[src/rtl/gate_eval_pkg.sv]
// Shared defaults and FIFO entry layout for the gate evaluation pipeline.
package gate_eval_pkg;

    localparam int DEF_WIDTH = 1;
    localparam int DEF_DEPTH = 4;
    localparam int DEF_CNT_W = 16;

    // A FIFO entry is {x, y}, with x in the upper half and y in the lower half.
    function automatic int entry_w(input int width);
        return 2 * width;
    endfunction

endpackage

[src/rtl/gate_eval_fifo.sv]
// Power-of-two FIFO with a combinational head read. The head reads as zero when the FIFO is empty.
module gate_eval_fifo #(
    parameter int DATA_W = 2,
    parameter int DEPTH  = 4
) (
    input  logic                       clk,
    input  logic                       rst,
    input  logic                       push,
    input  logic                       pop,
    input  logic [DATA_W-1:0]          wdata,
    output logic [DATA_W-1:0]          rdata,
    output logic                       full,
    output logic                       empty,
    output logic [$clog2(DEPTH):0]     count
);
    localparam int AW = $clog2(DEPTH);

    logic [DATA_W-1:0] mem [DEPTH];
    logic [AW-1:0]     wr_ptr;
    logic [AW-1:0]     rd_ptr;
    logic [AW:0]       cnt;

    assign count = cnt;
    assign empty = (cnt == '0);
    assign full  = (cnt == (AW+1)'(DEPTH));
    assign rdata = empty ? '0 : mem[rd_ptr];

    // Storage needs no reset; the head is masked while the FIFO is empty.
    always_ff @(posedge clk) begin
        if (push) mem[wr_ptr] <= wdata;
    end

    // Pointers wrap naturally because DEPTH is a power of two. A simultaneous push and pop leaves cnt unchanged.
    always_ff @(posedge clk or posedge rst) begin
        if (rst) begin
            wr_ptr <= '0;
            rd_ptr <= '0;
            cnt    <= '0;
        end else begin
            if (push) wr_ptr <= wr_ptr + 1'b1;
            if (pop)  rd_ptr <= rd_ptr + 1'b1;
            case ({push, pop})
                2'b10:   cnt <= cnt + 1'b1;
                2'b01:   cnt <= cnt - 1'b1;
                default: cnt <= cnt;
            endcase
        end
    end

endmodule

[src/rtl/gate_eval_pipeline.sv]
// Two-stage x=a&b, y=x|c evaluator with valid/ready flow control, an output FIFO,
// and a counter of y changes seen by the consumer.
module gate_eval_pipeline
    import gate_eval_pkg::*;
#(
    parameter int WIDTH = DEF_WIDTH,
    parameter int DEPTH = DEF_DEPTH,
    parameter int CNT_W = DEF_CNT_W
) (
    input  logic                   CLK,
    input  logic                   RESET,
    input  logic                   in_valid,
    output logic                   in_ready,
    input  logic [WIDTH-1:0]       in_a,
    input  logic [WIDTH-1:0]       in_b,
    input  logic [WIDTH-1:0]       in_c,
    output logic                   out_valid,
    input  logic                   out_ready,
    output logic [WIDTH-1:0]       out_x,
    output logic [WIDTH-1:0]       out_y,
    output logic [$clog2(DEPTH):0] fifo_count,
    output logic [CNT_W-1:0]       y_change_count
);
    localparam int EW = entry_w(WIDTH);

    logic             s1_v, s2_v;
    logic [WIDTH-1:0] s1_x, s1_c;
    logic [WIDTH-1:0] s2_x, s2_y;
    logic [WIDTH-1:0] last_y;

    logic          fifo_full, fifo_empty;
    logic [EW-1:0] fifo_rdata;
    logic          in_fire, pop, push, fifo_ok, adv1, adv2;

    // A pop frees a slot on the same edge, so a full FIFO can still accept a push.
    // This creates a combinational path from out_ready to in_ready.
    assign pop      = out_valid & out_ready;
    assign fifo_ok  = ~fifo_full | pop;
    assign push     = s2_v & fifo_ok;
    assign adv2     = ~s2_v | push;
    assign adv1     = ~s1_v | adv2;
    assign in_ready = adv1;
    assign in_fire  = in_valid & in_ready;

    assign out_valid = ~fifo_empty;
    assign out_x     = fifo_rdata[EW-1 -: WIDTH];
    assign out_y     = fifo_rdata[WIDTH-1:0];

    // Stage 1: capture a&b and hold c. The stage holds its contents while stage 2 is stalled.
    always_ff @(posedge CLK or posedge RESET) begin
        if (RESET) begin
            s1_v <= 1'b0;
            s1_x <= '0;
            s1_c <= '0;
        end else if (adv1) begin
            s1_v <= in_fire;
            if (in_fire) begin
                s1_x <= in_a & in_b;
                s1_c <= in_c;
            end
        end
    end

    // Stage 2: y is formed from the registered x, not from the raw inputs.
    always_ff @(posedge CLK or posedge RESET) begin
        if (RESET) begin
            s2_v <= 1'b0;
            s2_x <= '0;
            s2_y <= '0;
        end else if (adv2) begin
            s2_v <= s1_v;
            if (s1_v) begin
                s2_x <= s1_x;
                s2_y <= s1_x | s1_c;
            end
        end
    end

    gate_eval_fifo #(
        .DATA_W (EW),
        .DEPTH  (DEPTH)
    ) u_fifo (
        .clk   (CLK),
        .rst   (RESET),
        .push  (push),
        .pop   (pop),
        .wdata ({s2_x, s2_y}),
        .rdata (fifo_rdata),
        .full  (fifo_full),
        .empty (fifo_empty),
        .count (fifo_count)
    );

    // Count consumed words whose y differs from the previously consumed y. The counter wraps.
    always_ff @(posedge CLK or posedge RESET) begin
        if (RESET) begin
            y_change_count <= '0;
            last_y         <= '0;
        end else if (pop) begin
            if (out_y != last_y) y_change_count <= y_change_count + 1'b1;
            last_y <= out_y;
        end
    end

endmodule
[config.mk]
export PLATFORM = sky130hd
export DESIGN_NAME = gate_eval_pipeline
export DESIGN_NICKNAME = d
export VERILOG_FILES = /design/src/rtl/gate_eval_pkg.sv /design/src/rtl/gate_eval_fifo.sv /design/src/rtl/gate_eval_pipeline.sv
export SDC_FILE = /design/constraint.sdc
export NUM_CORES = 1
export LEC_CHECK = 0
export CAP_MARGIN = 0
export CORE_ASPECT_RATIO = 1.2
export CORE_MARGIN = 3
export CORE_UTILIZATION = 40
export DETAILED_ROUTE_END_ITERATION = 16
export GPL_TIMING_DRIVEN = 0
export SYNTH_ARGS = -nofsm -noshare
export SYNTH_HDL_FRONTEND = slang
export SYNTH_SLANG_ARGS = --single-unit
[constraint.sdc]
create_clock -name CLK -period 4.06 [get_ports CLK]
set_input_delay 0.812 -clock CLK [delete_from_list [all_inputs] [get_ports CLK]]
set_output_delay 0.812 -clock CLK [all_outputs]
set_load 0.05 [all_outputs]
# Word-level counts from Yosys, hierarchy flattened

Memories as Yosys holds them, arrays and structs flattened.
Cells that the tools add are included.

Register bits after elaboration: 30
Bits in writable memories: 8
Input bits: 7
Output and inout port bits: 23
Logic and storage cells: 42
Memories: 1

$add $sub $neg: 5
Equality and inequality tests: 4
Multiplexer cells: 4
Bitwise logic cells: 12
Reductions and logical operators: 5

Memories:

| memory     | depth | bits a word | read ports | clocked after Yosys merged registers in | wr ports | line                 | source |
|---|---|---|---|---|---|---|---|
| u_fifo.mem | 4     | 2           | 1          | 0                                       | 1        | gate_eval_fifo.sv:18 | `logic [DATA_W-1:0] mem [DEPTH];` |

Operators with widths:

| kind                  | count |
|---|---|
| $add 16x1->16 const B | 1 |
| $pmux 3 s2            | 1 |
| $reduce_and 2->1      | 3 |
| $add 2x1->2 const B   | 2 |
| $and 1x1->1           | 4 |
| $not 1->1             | 4 |
| $or 1x1->1            | 4 |
| $add 3x1->3 const B   | 1 |
| $eq 3x3->1 const B    | 1 |
| $logic_not 3->1       | 1 |
| $sub 3x1->3 const B   | 1 |
| $eq 2x1->1 const B    | 1 |
| $eq 2x2->1 const B    | 1 |
| $mux 1                | 2 |
| $mux 2                | 1 |
| $reduce_bool 2->1     | 1 |
| $ne 1x1->1            | 1 |

# Logic depth before layout (Yosys ltp)

Gate-level depths: netlist (run 1).

Depth after elaboration: 9
Gate-level depth with buffers: 10
Mapped depth without buffers: 9

# Hierarchy

From an unflattened synthesis (run 1), not the netlist that was laid out.

Cell total of the unflattened synthesis: 136
Area, all modules: 1,727.9 sq um

Modules (own cells, without submodules):

| module             | times used | cells an instance | area each (sq um) | seq. area each (sq um) |
|---|---|---|---|---|
| gate_eval_pipeline | 1          | 87                | 1,016.0           | 575.6 |
| gate_eval_fifo     | 1          | 49                | 711.9             | 415.4 |

# Worst setup path before layout (run 1)

No wires, ideal clock.

Kind: register -> output
Start point: register u_fifo.cnt[0] (netlist: u_fifo.count[0])
End point: output port out_x
Data arrival time: 1.955 ns
Data required time: 3.248 ns
Path slack: 1.293 ns
Cell stages (with the launch flop): 4
Path buffers: 1
Cells stage by stage: dfrtp_1 or3_1 clkbuf_1 and2_1

Cells in the longest elaborated chain, start to end: 2

Ends and longest elaborated chain:

| what                   | line                     | source |
|---|---|---|
| start, declared        | gate_eval_fifo.sv:21     | `logic [AW:0] cnt;` |
| start signal, assigned | gate_eval_fifo.sv:43     | `2'b10: cnt <= cnt + 1'b1;` |
| start signal, assigned | gate_eval_fifo.sv:44     | `2'b01: cnt <= cnt - 1'b1;` |
| start signal, assigned | gate_eval_fifo.sv:45     | `default: cnt <= cnt;` |
| $logic_not 3->1        | gate_eval_fifo.sv:24     | `assign empty = (cnt == '0);` |
| $mux 2                 | gate_eval_fifo.sv:26     | `assign rdata = empty ? '0 : mem[rd_ptr];` |
| end, declared          | gate_eval_pipeline.sv:19 | `output logic [WIDTH-1:0] out_x,` |

No other way between the ends.

# Worst setup path after layout (run 1)

Start point: input port out_ready
End point: output port in_ready

Cells in the longest elaborated chain, start to end: 5

Ends and longest elaborated chain:

| what            | line                     | source |
|---|---|---|
| start, declared | gate_eval_pipeline.sv:18 | `input logic out_ready,` |
| $and 1x1->1     | gate_eval_pipeline.sv:37 | `assign pop = out_valid & out_ready;` |
| $or 1x1->1      | gate_eval_pipeline.sv:38 | `assign fifo_ok = ~fifo_full \| pop;` |
| $and 1x1->1     | gate_eval_pipeline.sv:39 | `assign push = s2_v & fifo_ok;` |
| $or 1x1->1      | gate_eval_pipeline.sv:40 | `assign adv2 = ~s2_v \| push;` |
| $or 1x1->1      | gate_eval_pipeline.sv:41 | `assign adv1 = ~s1_v \| adv2;` |
| end, declared   | gate_eval_pipeline.sv:13 | `output logic in_ready,` |

No other way between the ends.

==> results of run 1 <==
-- sequential cells by signal, summed over array words and instances (netlist names) --
name            count
last_y              1
s1_c                1
s1_v                1
s1_x                1
s2_v                1
s2_x                1
s2_y                1
u_fifo.count        3
u_fifo.mem          8
u_fifo.rd_ptr       2
u_fifo.wr_ptr       2
y_change_count     16
-- per-stage QoR --
step | worst slack, ns | util | power, W
after detailed placement | 0.533 | 0.503 | 0.00135
after global routing | 0.428 | 0.529 | 0.00176
final | 0.524 | 0.529 | 0.00165
after CTS | 0.509 | 0.529 | 0.00167
after floorplan | 1.29 | - | 0.00113
after global placement | 0.520 | 0.503 | 0.00133
-- cell type report --
type                       count  area, um^2  area share
sequential                    38         991       0.436
tap                           56        70.1      0.0309
clock inverter                 3        40.0      0.0176
buffer                         2        7.51     0.00331
timing repair buffer          29         290       0.128
inverter                      10        37.5      0.0165
clock buffer                   5        68.8      0.0303
multi-input combinational     99         766       0.337
-- path summary, 6_finish.rpt --
kind,from,to,slack [ns]
worst max register to register,u_fifo.count[0]$_DFFE_PP0P_,u_fifo.count[2]$_DFFE_PP0P_,1.59
max in group asynchronous,RESET,y_change_count[4]$_DFFE_PP0P_,2.26
worst min register to register,y_change_count[15]$_DFFE_PP0P_,y_change_count[15]$_DFFE_PP0P_,0.47
min in group asynchronous,RESET,y_change_count[15]$_DFFE_PP0P_,1.11
worst max-delay path,out_ready,in_ready,0.52
worst min-delay path,y_change_count[15]$_DFFE_PP0P_,y_change_count[15]$_DFFE_PP0P_,0.47
-- report_power, final --
part | total [W] | internal, W | switching [W] | leakage (nW)
Sequential | 0.000590 | 0.000494 | 0.0000965 | 0.448
Clock | 0.000313 | 0.000181 | 0.000132 | 0.0579
Combinational | 0.000748 | 0.000282 | 0.000467 | 0.462
-- Yosys cell counts (all sizes together) --
| cell type | instances | area share |
|---|---|---|
| a2111oi | 2 | 0.017 |
| a211oi | 1 | 0.0042 |
| a21bo | 1 | 0.0056 |
| a21o | 1 | 0.0042 |
| a21oi | 2 | 0.0056 |
| a31oi | 1 | 0.0035 |
| and2 | 6 | 0.021 |
| and3 | 2 | 0.0069 |
| and4 | 1 | 0.0049 |
| clkbuf | 2 | 0.0042 |
| dfrtp | 30 | 0.42 |
| edfxtp | 8 | 0.13 |
| fa | 1 | 0.011 |
| ha | 6 | 0.042 |
| inv | 10 | 0.021 |
| mux2 | 3 | 0.019 |
| mux2i | 1 | 0.0056 |
| mux4 | 2 | 0.025 |
| nand2 | 11 | 0.023 |
| nand2b | 2 | 0.0069 |
| nand3 | 7 | 0.019 |
| nand4 | 4 | 0.014 |
| nor2 | 4 | 0.0083 |
| nor2b | 1 | 0.0035 |
| nor3 | 5 | 0.014 |
| nor3b | 1 | 0.0042 |
| nor4 | 1 | 0.0035 |
| nor4b | 1 | 0.0049 |
| o211ai | 2 | 0.0083 |
| o21ai | 2 | 0.0056 |
| o311ai | 1 | 0.0049 |
| o31ai | 1 | 0.0042 |
| or2 | 1 | 0.0035 |
| or3 | 2 | 0.0069 |
| xnor2 | 12 | 0.063 |
| xor2 | 11 | 0.053 |
-- cells by family (layout without fill, tap and decap cells) --
group,Yosys count,after routing,synth area share
compound gates,14,14,0.0625
xor+xnor,23,23,0.116
fa+ha+maj,7,7,0.0528
buf+inv,12,49,0.0250
flops,38,38,0.550
mux,6,6,0.0493
simple gates,49,49,0.144
-- routing by layer --
| layer | global-route usage | wire length (um) | up-vias |
|---|---|---|---|
| met5 | 0 | 0 | - |
| met4 | 0.0548 | 48 | 0 |
| met3 | 0.0451 | 173 | 5 |
| met2 | 0.231 | 1630 | 28 |
| met1 | 0.162 | 1380 | 571 |
| li1 | - | - | 584 |
-- cell usage in the layout (no fill, tap or decap), drive strengths merged, types with 7 or more instances in the layout --
cell / n
nand3: 7
xor2: 11
xnor2: 12
dfrtp: 30
inv: 10
clkdlybuf4s50: 29
clkbuf: 7
edfxtp: 8
nand2: 11
==> reports/qor.yml, run 1 <==
run_status:
  status: "completed"
power_and_ir_drop:
  ir_drop_mv: 0.407
  power.density_nw_per_um2: 727
  power.leakage_nw: 0.968
critical_path:
  crit_family: "buffers and inverters"
  critPathMaxStageDelay_ns: 0.76
  cp_max_fo: 4
  required_ns: 3.25
  cpMostUsedCell: "clkdlybuf4s50_1"
  critPathArrivalTime_ns: 2.72
  cp_num_buf_inv: 2
  rr_worst_depth: 8
  cp_slowest_cell: "clkdlybuf4s50_1"
  cp_cell_sequence: "clkdlybuf4s50_1 -> nor4b_1 -> nand3_1 -> clkdlybuf4s50_1"
  worst_setup_path_end_kind: "primary output"
  cp.depth: 4
  critPathKind: "in -> out"
  worst_setup_path_start_kind: "input port"
clock_tree:
  cts.repair.resized: 0
  cts_buffer_depth: 2
  cts.sinks: 38
  path_clk_slew_ns: 0.08
  cts_hold_buffers: 0
  numCtsBuffers: 5
  cts-root-buf: "clkbuf_8"
  cts_tree: "yes"
  clkLatencyLatePin_ns: 0.29
  cts_max_level: 2
  post_cts_buffers: 0
layout:
  drive_gt1_frac: 0.0968
  design_area_um2: 2270
  nFillCells: 397
  final_cells: 242
  antenna_cells: 0
  area_growth_pct: 26.0
  layout.nets: 199
floorplan:
  initial_core_util: 0.420
  die_area_um2: 5350
  die_h_um: 79.5
  die_x_um: 67.3
  io_pins: 30
  placementRows: 26
  coreArea_um2: 4290
drt:
  drt-initial-drc-count: 26
  drcViolationCount: 0
  dr.pass1.iters: 4
  num_vias: 1188
  vias_per_cell: 4.91
  ant_nets: 0
  wl_um: 3230
  wl_per_cell_um: 13.4
synthesis:
  postSynthAreaPerCell_um2: 12.1
  synth_seq_cells: 38
  ys.warnings.count: 0
  syn-instance-count: 149
  synth_cell_types: 37
  syn_area_um2: 1800
  synth-seq-area-share: 0.550
  synth_nets: 163
sta:
  rsz0062_at_grt: "no"
  fmax_mhz: 283
  relSlewSlack: 0.244
  whs_ns: 0.467
  hold_viol_final: 0
  skew_ns: 0.00591
  post-route-period-util: 0.871
  final-max-slew-violation-count: 0
  fin_tns_setup_ns: 0
  finalCriticalPeriod_ns: 3.54
  finalSetupViolCount: 0
  worst_pin_slew_ns: 1.13
min_path:
  hp-class: "reg -> reg"
  whs_path_depth: 1
placed_design:
  gp_congestion: 0.756
  postPlaceCellArea_um2: 2160
  dp_hpwl_um: 2420
  dp.cells: 234
  port_buffers: 29
grt:
  first_global_vias: 1261
  grt_pass1_wl_um: 5530
  antenna_found_initial: 0
  overflow: 0
  track_usage: 0.138
  grt_start_max_net_pins: 31
flow_run:
  max_cap_violations: 0
(Power assumes the default switching activity.)
==> inputs of run 2 (changes only) <==
Settings changed: HOLD_SLACK_MARGIN from default to 0.12, SETUP_SLACK_MARGIN from default to 0.2.
==> results of run 2 <==
Same layout as run 1: the final DEF is identical, and so are final timing and power.
